--- config.mk ---
export PLATFORM = sky130hd
export DESIGN_NAME = sram2_arbiter
export DESIGN_NICKNAME = d
export VERILOG_FILES = /design/src/rtl/sram2_arbiter.sv
export SDC_FILE = /design/constraint.sdc
export NUM_CORES = 1
export LEC_CHECK = 0
export CAP_MARGIN = 40
export CELL_PAD_IN_SITES_DETAIL_PLACEMENT = 1
export CELL_PAD_IN_SITES_GLOBAL_PLACEMENT = 1
export CORE_UTILIZATION = 25
export DETAILED_ROUTE_END_ITERATION = 7
export GPL_ROUTABILITY_DRIVEN = 1
export GPL_TIMING_DRIVEN = 0
export PLACE_DENSITY = 0.81
export SLEW_MARGIN = 25
export SYNTH_ARGS = -nofsm -noshare
export SYNTH_HDL_FRONTEND = slang
export SYNTH_SLANG_ARGS = --single-unit
--- constraint.sdc ---
create_clock -name clock -period 1.6 [get_ports clock]
set_input_delay 0.32 -clock clock [delete_from_list [all_inputs] [get_ports clock]]
set_output_delay 0.32 -clock clock [all_outputs]
set_load 0.03 [all_outputs]
--- src/rtl/sram2_arbiter.sv ---
// Two-port round-robin arbiter in front of the SRAM2 window (0x1000_0000-0x1000_7FFF).
// One transaction in flight: IDLE samples and grants, ACCESS drives SRAM2 for a cycle, DONE acks.
module sram2_arbiter (
   input  logic        clock,
   input  logic        reset,
   input  logic        p0_req,
   input  logic        p0_we,
   input  logic [31:0] p0_addr,
   input  logic [31:0] p0_wdata,
   input  logic        p1_req,
   input  logic        p1_we,
   input  logic [31:0] p1_addr,
   input  logic [31:0] p1_wdata,
   output logic        p0_ack,
   output logic        p0_err,
   output logic        p1_ack,
   output logic        p1_err,
   output logic [31:0] rd_data,
   output logic [31:0] mem_addr,
   output logic        mem_we,
   output logic [35:0] mem_wdata,
   input  logic [31:0] mem_rdata,
   input  logic        mem_parity_err
);

   typedef enum logic [1:0] {IDLE, ACCESS, DONE} state_t;

   state_t      state, state_next;
   logic        last_grant;
   logic        grant_port;
   logic        err_pending;
   logic        lat_we;
   logic [31:0] lat_addr;
   logic [31:0] lat_wdata;

   logic        any_req;
   logic        winner;
   logic        winner_we;
   logic [31:0] winner_addr;
   logic [31:0] winner_wdata;
   logic        winner_legal;
   logic [3:0]  parity;

   // On a tie the port that did not win last time takes the grant.
   always_comb begin
      any_req = p0_req | p1_req;
      winner  = 1'b0;
      if (p0_req && p1_req) begin
         winner = ~last_grant;
      end else if (p1_req) begin
         winner = 1'b1;
      end
      winner_we    = winner ? p1_we    : p0_we;
      winner_addr  = winner ? p1_addr  : p0_addr;
      winner_wdata = winner ? p1_wdata : p0_wdata;
      winner_legal = (winner_addr[31:16] == 16'h1000) && !winner_addr[15]
                     && (winner_addr[1:0] == 2'b00);
   end

   always_comb begin
      parity = 4'b0000;
      for (int i = 0; i < 4; i++) begin
         parity[i] = ^lat_wdata[8*i +: 8];
      end
   end

   always_ff @(posedge clock) begin
      if (reset) begin
         state <= IDLE;
      end else begin
         state <= state_next;
      end
   end

   // Request latch and read/error capture; an illegal request goes to DONE with the error pre-set.
   always_ff @(posedge clock) begin
      if (reset) begin
         last_grant  <= 1'b1;
         grant_port  <= 1'b0;
         err_pending <= 1'b0;
         lat_we      <= 1'b0;
         lat_addr    <= 32'h0000_0000;
         lat_wdata   <= 32'h0000_0000;
         rd_data     <= 32'h0000_0000;
      end else begin
         case (state)
            IDLE: begin
               if (any_req) begin
                  grant_port  <= winner;
                  last_grant  <= winner;
                  lat_we      <= winner_we;
                  lat_addr    <= winner_addr;
                  lat_wdata   <= winner_wdata;
                  err_pending <= ~winner_legal;
               end
            end
            ACCESS: begin
               err_pending <= mem_parity_err;
               if (!lat_we) begin
                  rd_data <= mem_rdata;
               end
            end
            default: begin
            end
         endcase
      end
   end

   // SRAM2 is only selected during ACCESS; acks come only from DONE.
   always_comb begin
      state_next = state;
      mem_addr   = 32'h0000_0000;
      mem_we     = 1'b0;
      mem_wdata  = 36'h0_0000_0000;
      p0_ack     = 1'b0;
      p0_err     = 1'b0;
      p1_ack     = 1'b0;
      p1_err     = 1'b0;
      case (state)
         IDLE: begin
            if (any_req) begin
               state_next = winner_legal ? ACCESS : DONE;
            end
         end
         ACCESS: begin
            state_next = DONE;
            mem_addr   = lat_addr;
            mem_we     = lat_we;
            mem_wdata  = {parity, lat_wdata};
         end
         DONE: begin
            state_next = IDLE;
            if (grant_port) begin
               p1_ack = 1'b1;
               p1_err = err_pending;
            end else begin
               p0_ack = 1'b1;
               p0_err = err_pending;
            end
         end
         default: begin
            state_next = IDLE;
         end
      endcase
   end

endmodule

# [Yosys cells after proc, flatten, opt, wreduce, memory -nomap -nowiden]
# Cells that the tools add are included.
[totals] regBits=102 elab_cells=51 inputBits=167 out_inout_bits=105
[classes] reduce_logical=14 n_eq_ne=4 n_mux=21 bitwise_logic=4
[op_table] cell="32-bit two-way mux" n=3
[op_table] cell="36-bit two-way mux" n=1
[op_table] cell="8-bit XOR reduction" n=4
[op_table] cell="16-bit by 13-bit equality test with 1-bit output, second input constant" n=1
[op_table] cell="1-bit two-way mux" n=13
[op_table] cell="2-bit AND reduction" n=3
[op_table] cell="2-bit logical NOT" n=2
[op_table] cell="2-bit two-way mux" n=2
[op_table] cell="2-bit case mux with 2 select lines" n=1
[op_table] cell="1-bit logical AND" n=3
[op_table] cell="1-bit inverter" n=3
[op_table] cell="2-bit by 1-bit equality test with 1-bit output, second input constant" n=1
[op_table] cell="2-bit equality test, second input constant" n=1
[op_table] cell="2-bit inequality test, second input constant" n=1
[op_table] cell="1-bit case mux with 2 select lines" n=1
[op_table] cell="2-bit nonzero test" n=1
[op_table] cell="1-bit logical NOT" n=1
[op_table] cell="1-bit OR" n=1

# [Logic depth before layout (Yosys ltp)]
# Gate-level depths: netlist of run 1.
[depth] depth_word=9 ltp_mapped=6 depth_no_buf=4

# [Worst setup path before layout of run 1]
# Ideal clock, no wire load.
[synth_path] path_kind="reg-to-output" from="register state[1]" to="output p0_err" stages_incl_launch_ff=4 arrival_ps=1439 required_time_ps=1280 setup_slack_ps=-159 cell_sequence="dfxtp_1 nor2b_1 nor2b_1 and2_1"
[synth_between] elab_chain_cells=2
[synth_rtl] element="start: declaration" line="28" source="state_t state, state_next;"
[synth_rtl] element="start signal: assignment" line="71" source="state <= state_next;"
[synth_rtl] element="2-bit equality test" line="119" source="case (state)"
[synth_rtl] element="1-bit two-way mux" line="119"
[synth_rtl] element="end: declaration" line="15" source="output logic p0_err,"
# No other way between the ends.

# [Final worst setup path of run 1]
[layout_path] from="register state[0]" to="output mem_wdata[25]"
[layout_between] elab_chain_cells=2
[layout_rtl] element="2-bit by 1-bit equality test with 1-bit output" line="119"
[layout_rtl] element="36-bit two-way mux" line="119"
[layout_rtl] element="end: declaration" line="21" source="output logic [35:0] mem_wdata,"
# No other way between the ends.

==> flow_summary.json, run 1 <==
{
  "nets": 1044,
  "finalSetupTns_ns": -18.04,
  "critical_path.max_fanout": 10,
  "path_delay_family": "buffers and inverters",
  "grt_pass1_wl_mm": 30.1,
  "cts_tree": "yes",
  "hold_buffers": 0,
  "layout_setup_ws_ns": -0.315,
  "power.leakage_nw": 3.73,
  "synthTopCellsByArea": "dfxtp_1, mux2i_1, a211oi_1, and2_1, nor2_1",
  "period_needed_ns": 1.92,
  "synth_top_cell_by_area": "dfxtp_1",
  "io_pins": 272,
  "grt_pass1_vias": 5565,
  "drtIter0Drc": 120,
  "whs_ns": 0.451,
  "grtUsageTotal_pct": 19.4,
  "switching_power_mw": 1.77,
  "hpwlAfterDp_mm": 15.0,
  "skew_ns": 0.00465,
  "peakVddDrop_uv": 453,
  "switching_share_pct": 26.2,
  "path_buf_inv": 3,
  "clk_path_buf_depth": 2,
  "seq_area_frac_synth_pct": 41.0,
  "row_count": 51,
  "globalRoute.totalOverflow": 0,
  "cts_sinks": 102,
  "drv_cap": 0,
  "path_class": "flip-flop to output pin",
  "cp_cell_sequence": "nor2b_4, clkbuf_16, clkbuf_16, and2_2, buf_6",
  "rsz0062_at_grt": "yes",
  "die_h_um": 143,
  "slew_violations": 0,
  "ys_seq_elements": 102,
  "power_frac_comb_pct": 20.7,
  "wl_per_cell_um": 17.2,
  "clockRootBuffer": "clkbuf_16",
  "cts_made_buffers": 9,
  "yosys_most_used_dff": "dfxtp_1",
  "yosysMostFrequentCell": "dfxtp_1",
  "max_slew_margin_pct": 64.2,
  "die_w_um": 143,
  "synth_commonest_cells": "dfxtp_1, nor2_1, nand2_1, and2_1",
  "dr.pass1.iters": 6,
  "nFillCells": 2265,
  "p_per_area_nw_per_um2": 744,
  "wirelength_mm": 19.7,
  "final_core_util_pct": 46.4,
  "synth_top_area_share_pct": 41.0,
  "cts.clk_slew.worst_paths_ns": 0.07,
  "area_delta_synth_final_pct": 81.7,
  "power_mw": 6.74,
  "worst_pin_slew_ns": 0.538,
  "syn_inst": 579,
  "gp_congestion": 0.765,
  "finalSetupViolations": 107,
  "pwr-share-seq_pct": 42.6,
  "finalHoldViolCount": 0,
  "port_buffers": 271,
  "synth_cell_types": 33,
  "die_area_sq_um": 20500,
  "cpPeakStageDelay_ns": 0.35,
  "start_util_pct": 25.5,
  "synth-edff-count": 0,
  "path_common_cell": "clkbuf_16",
  "core_sq_um": 19500,
  "cp-start-kind": "flip-flop",
  "syn_area_per_cell_sq_um": 8.61,
  "crit_arrival_ns": 1.60,
  "grt_max_degree": 18,
  "synthArstFlopShare_pct": 0,
  "ys_warn_count": 0,
  "max_freq_mhz": 522,
  "p_int_mw": 4.97,
  "status": "complete, but fails checks",
  "critPathCaptureType": "output pin",
  "drc": 0,
  "htree_num_levels": 3,
  "required_ns": 1.28,
  "drive_gt1_share_pct": 28.2,
  "worst_hold_path_type": "flip-flop to flip-flop",
  "failed_checks": "negative setup slack",
  "period_share_pct": 120,
  "dr_total_vias": 5211,
  "postRouteAntennaNets": 0,
  "syn_nets": 746,
  "cpMaxStageDelayCell": "dfxtp_4",
  "antenna_found_initial": 2,
  "p_clk_share_pct": 36.7,
  "syn_area_sq_um": 4990,
  "avgViaCountPerCell": 4.54,
  "clkLatencyLatePin_ns": 0.34
}
-- metal layers --
layer | track usage (%) | part of all wire [%]
met1 | 21.6 | 40
met5 | 0 | 0
met2 | 35.1 | 50
met4 | 5.21 | 1.5
met3 | 6.14 | 7.8
-- worst paths after layout --
| path | endpoint | slack, ns | start | cells after the start |
|---|---|---|---|---|
| worst max-delay path | mem_wdata[25] | -0.32 | state[0] | 5 |
| worst min-delay path | rd_data[9] | 0.45 | rd_data[9] | 2 |
| worst max register to register | lat_addr[13] | -0.06 | state[0] | 7 |
| worst min register to register | rd_data[9] | 0.45 | rd_data[9] | 2 |
-- repair_timing --
action	in CTS	in global routing
pin swaps	46	10
setup buffers	11	2
gates cloned	3	0
endpoints found under the hold margin	0	0
endpoints found under the setup margin	206	168
gates resized for setup	656	48
-- state kept, by name (all words and copies together) (netlist names) --
name,count
lat_addr,32
state,2
lat_we,1
last_grant,1
err_pending,1
rd_data,32
grant_port,1
lat_wdata,32
-- stage by stage --
stage | setup WS, ns | instances | area (sq um)
finish | -0.315 | 1149 | 9060
CTS | -0.327 | 1145 | 8890
global route | -0.366 | 1148 | 9050
floorplan | 0.00767 | 579 | 5040
global placement | -1.09 | 1115 | 8080
detailed placement | -1.10 | 1115 | 8080
-- cell usage in the layout (no fill, tap or decap), types with 8 or more instances in the layout --
cell type and n:
clkbuf_1 8, and2_4 51, dlygate4sd2_1 34, a211oi_1 63, dfxtp_2 23, and2_1 10, nand2_1 68, clkbuf_2 8
mux2i_1 65, nor2_1 72, buf_6 74, xnor2_1 13, a21oi_1 34, buf_4 21, dfxtp_1 76, clkbuf_16 13
clkdlybuf4s50_1 164
-- final cells by class --
class,instances,area [sq um],area share [%]
Timing Repair Buffer,287,2930,32.3
Clock buffer,10,239,2.64
Sequential cell,102,2080,23.0
Buffer,45,383,4.23
Multi-Input combinational cell,432,3000,33.1
Tap cell,265,332,3.66
Clock inverter,6,93.8,1.04
Antenna cell,2,5.00,0.0553
-- tightest hold or removal path, delay by kind of cell, from the launching register on --
| kind | cells | cell delay, ns |
|---|---|---|
| AO/OA/AOI/OAI | 1 | 0.05 |
| AND/OR/NAND/NOR | 1 | 0.05 |
| flip-flops | 1 | 0.31 |
-- power groups by stage --
| stage | clock (mW) | sequential (mW) | combinational [mW] |
|---|---|---|---|
| CTS | 2.56 | 2.85 | 1.37 |
| detailed placement | 0 | 2.89 | 1.33 |
| global placement | 0 | 2.88 | 1.31 |
| floorplan | 0 | 2.86 | 0.721 |
| global route | 2.65 | 2.89 | 1.53 |
| finish | 2.47 | 2.87 | 1.40 |
-- cell families (layout without fill, tap and decap cells) --
group,after synthesis,in the layout,synth area share (%)
muxes,65,65,13.0
DFF,102,102,41.0
AOI/OAI and AO/OA,109,109,14.7
other,0,2,0
xor gates and xnor gates,28,28,4.92
buffers and inverters,45,348,4.42
and+or+nand+nor,230,230,21.9
Note: power is estimated with default switching activity, not from simulation.
==> inputs of run 2 (changes only) <==
--- a/config.mk
+++ b/config.mk
@@ -11,7 +11,6 @@
 export CORE_UTILIZATION = 25
 export DETAILED_ROUTE_END_ITERATION = 7
 export GPL_ROUTABILITY_DRIVEN = 1
-export GPL_TIMING_DRIVEN = 0
 export PLACE_DENSITY = 0.81
 export SLEW_MARGIN = 25
 export SYNTH_ARGS = -nofsm -noshare
==> flow_summary.json, run 2 (synthesized netlist as in run 1, its figures left out) <==
{
  "status": "complete, but fails checks",
  "failed_checks": "negative setup slack",
  "drive_gt1_share_pct": 27.4,
  "row_count": 51,
  "io_pins": 272,
  "max_freq_mhz": 559,
  "drv_cap": 0,
  "required_ns": 1.28,
  "period_needed_ns": 1.79,
  "wirelength_mm": 18.9,
  "clk_path_buf_depth": 2,
  "drtIter0Drc": 104,
  "max_slew_margin_pct": 66.4,
  "path_delay_family": "buffers and inverters",
  "insertedDiodeCount": 0,
  "htree_num_levels": 3,
  "finalSetupTns_ns": -9.68,
  "power_mw": 6.89,
  "power.leakage_nw": 3.69,
  "grt_pass1_vias": 5460,
  "nFillCells": 2228,
  "finalSetupViolations": 71,
  "cts_tree": "yes",
  "path_common_cell": "buf_6",
  "hold_buffers": 0,
  "period_share_pct": 112,
  "clkLatencyLatePin_ns": 0.34,
  "wl_per_cell_um": 16.9,
  "cp-start-kind": "flip-flop",
  "path_buf_inv": 3,
  "instances_no_fill": 1120,
  "cts_sinks": 102,
  "peakVddDrop_uv": 445,
  "postRouteAntennaNets": 0,
  "drc": 0,
  "worst_hold_path_type": "primary input to flip-flop",
  "die_area_sq_um": 20500,
  "dp_cells": 1088,
  "cpMaxStageDelayCell": "dfxtp_2",
  "cts_made_buffers": 9,
  "r2r_slack_ns": 0.03,
  "grt_max_degree": 47,
  "nets": 1017,
  "grtUsageTotal_pct": 18.2,
  "final_core_util_pct": 46.4,
  "grt_pass1_wl_mm": 28.5,
  "port_buffers": 271,
  "die_h_um": 143,
  "crit_arrival_ns": 1.47,
  "critical_path.max_fanout": 7,
  "reg_top3": "lat_addr x32, lat_wdata x32, rd_data x32",
  "gp_congestion": 0.740,
  "final_cell_mix": "clkdlybuf4s50_1, dfxtp_1, nor2_1, nand2_1",
  "start_util_pct": 25.5,
  "cpPeakStageDelay_ns": 0.35,
  "slew_violations": 0,
  "finalHoldViolCount": 0,
  "rsz0062_at_grt": "yes",
  "cts.clk_slew.worst_paths_ns": 0.07,
  "cp_cell_sequence": "nor2b_4, buf_6, clkbuf_16, and2_4, buf_6",
  "path_class": "flip-flop to output pin",
  "dr_total_vias": 5150,
  "globalRoute.totalOverflow": 0,
  "place_ws_ns": -0.394,
  "p_per_area_nw_per_um2": 762,
  "mostFrequentLayoutCell": "clkdlybuf4s50_1",
  "worst_pin_slew_ns": 0.504,
  "clockRootBuffer": "clkbuf_16",
  "antenna_found_initial": 0,
  "critPathCaptureType": "output pin",
  "area_delta_synth_final_pct": 81.5,
  "die_w_um": 143,
  "core_sq_um": 19500,
  "worst-path-stages": 5,
  "whs_path_depth": 2,
  "skew_ns": 0.00650,
  "hpwlAfterDp_mm": 13.6,
  "r2r_cells": 6,
  "avgViaCountPerCell": 4.60,
  "layout_setup_ws_ns": -0.190,
  "dr.pass1.iters": 4
}
run 2: layout make-up:
type / count / area, sq um / area share, %
timing repair buffer: 305 / 3290 / 36.4
multi-input combinational: 432 / 3000 / 33.1
sequential: 102 / 2080 / 23.0
tap: 265 / 332 / 3.66
clock buffer: 11 / 243 / 2.68
clock inverter: 5 / 106 / 1.18
run 2: layer usage:
| layer | wire length [um] | vias to the layer above | GRT usage, % |
|---|---|---|---|
| met3 | 1590 | 21 | 6.67 |
| met5 | 0 | - | 0 |
| li1 | - | 2531 | - |
| met4 | 329 | 0 | 5.32 |
| met1 | 7440 | 2419 | 19.6 |
| met2 | 9590 | 179 | 32.9 |
run 2: where the power goes:
part           internal [mW]  switching (mW)  total, mW  leakage, nW
sequential              2.73           0.144       2.87        0.848
combinational          0.872           0.573       1.45         2.67
clock                   1.58            1.00       2.58        0.166
total                   5.17            1.72       6.89         3.69
run 2: worst paths after layout:
path         startpoint      endpoint
min               reset    grant_port
max            state[0]  mem_addr[15]
min reg2reg  rd_data[6]    rd_data[6]
max reg2reg    state[0]  lat_wdata[9]
run 2: timing repair:
action,4_1_cts,5_1_grt
gates cloned,3,1
pin swaps,16,28
setup endpoints to repair,111,140
setup buffers,5,9
resized for setup,133,51
run 2: through the flow:
step / hold WS, ns / instance area (sq um)
after global routing: 0.466 / 9050
final: 0.445 / 9050
after floorplan: 0.456 / 5040
after detailed placement: 0.448 / 8080
after CTS: 0.425 / 8830
after global placement: 0.441 / 8080
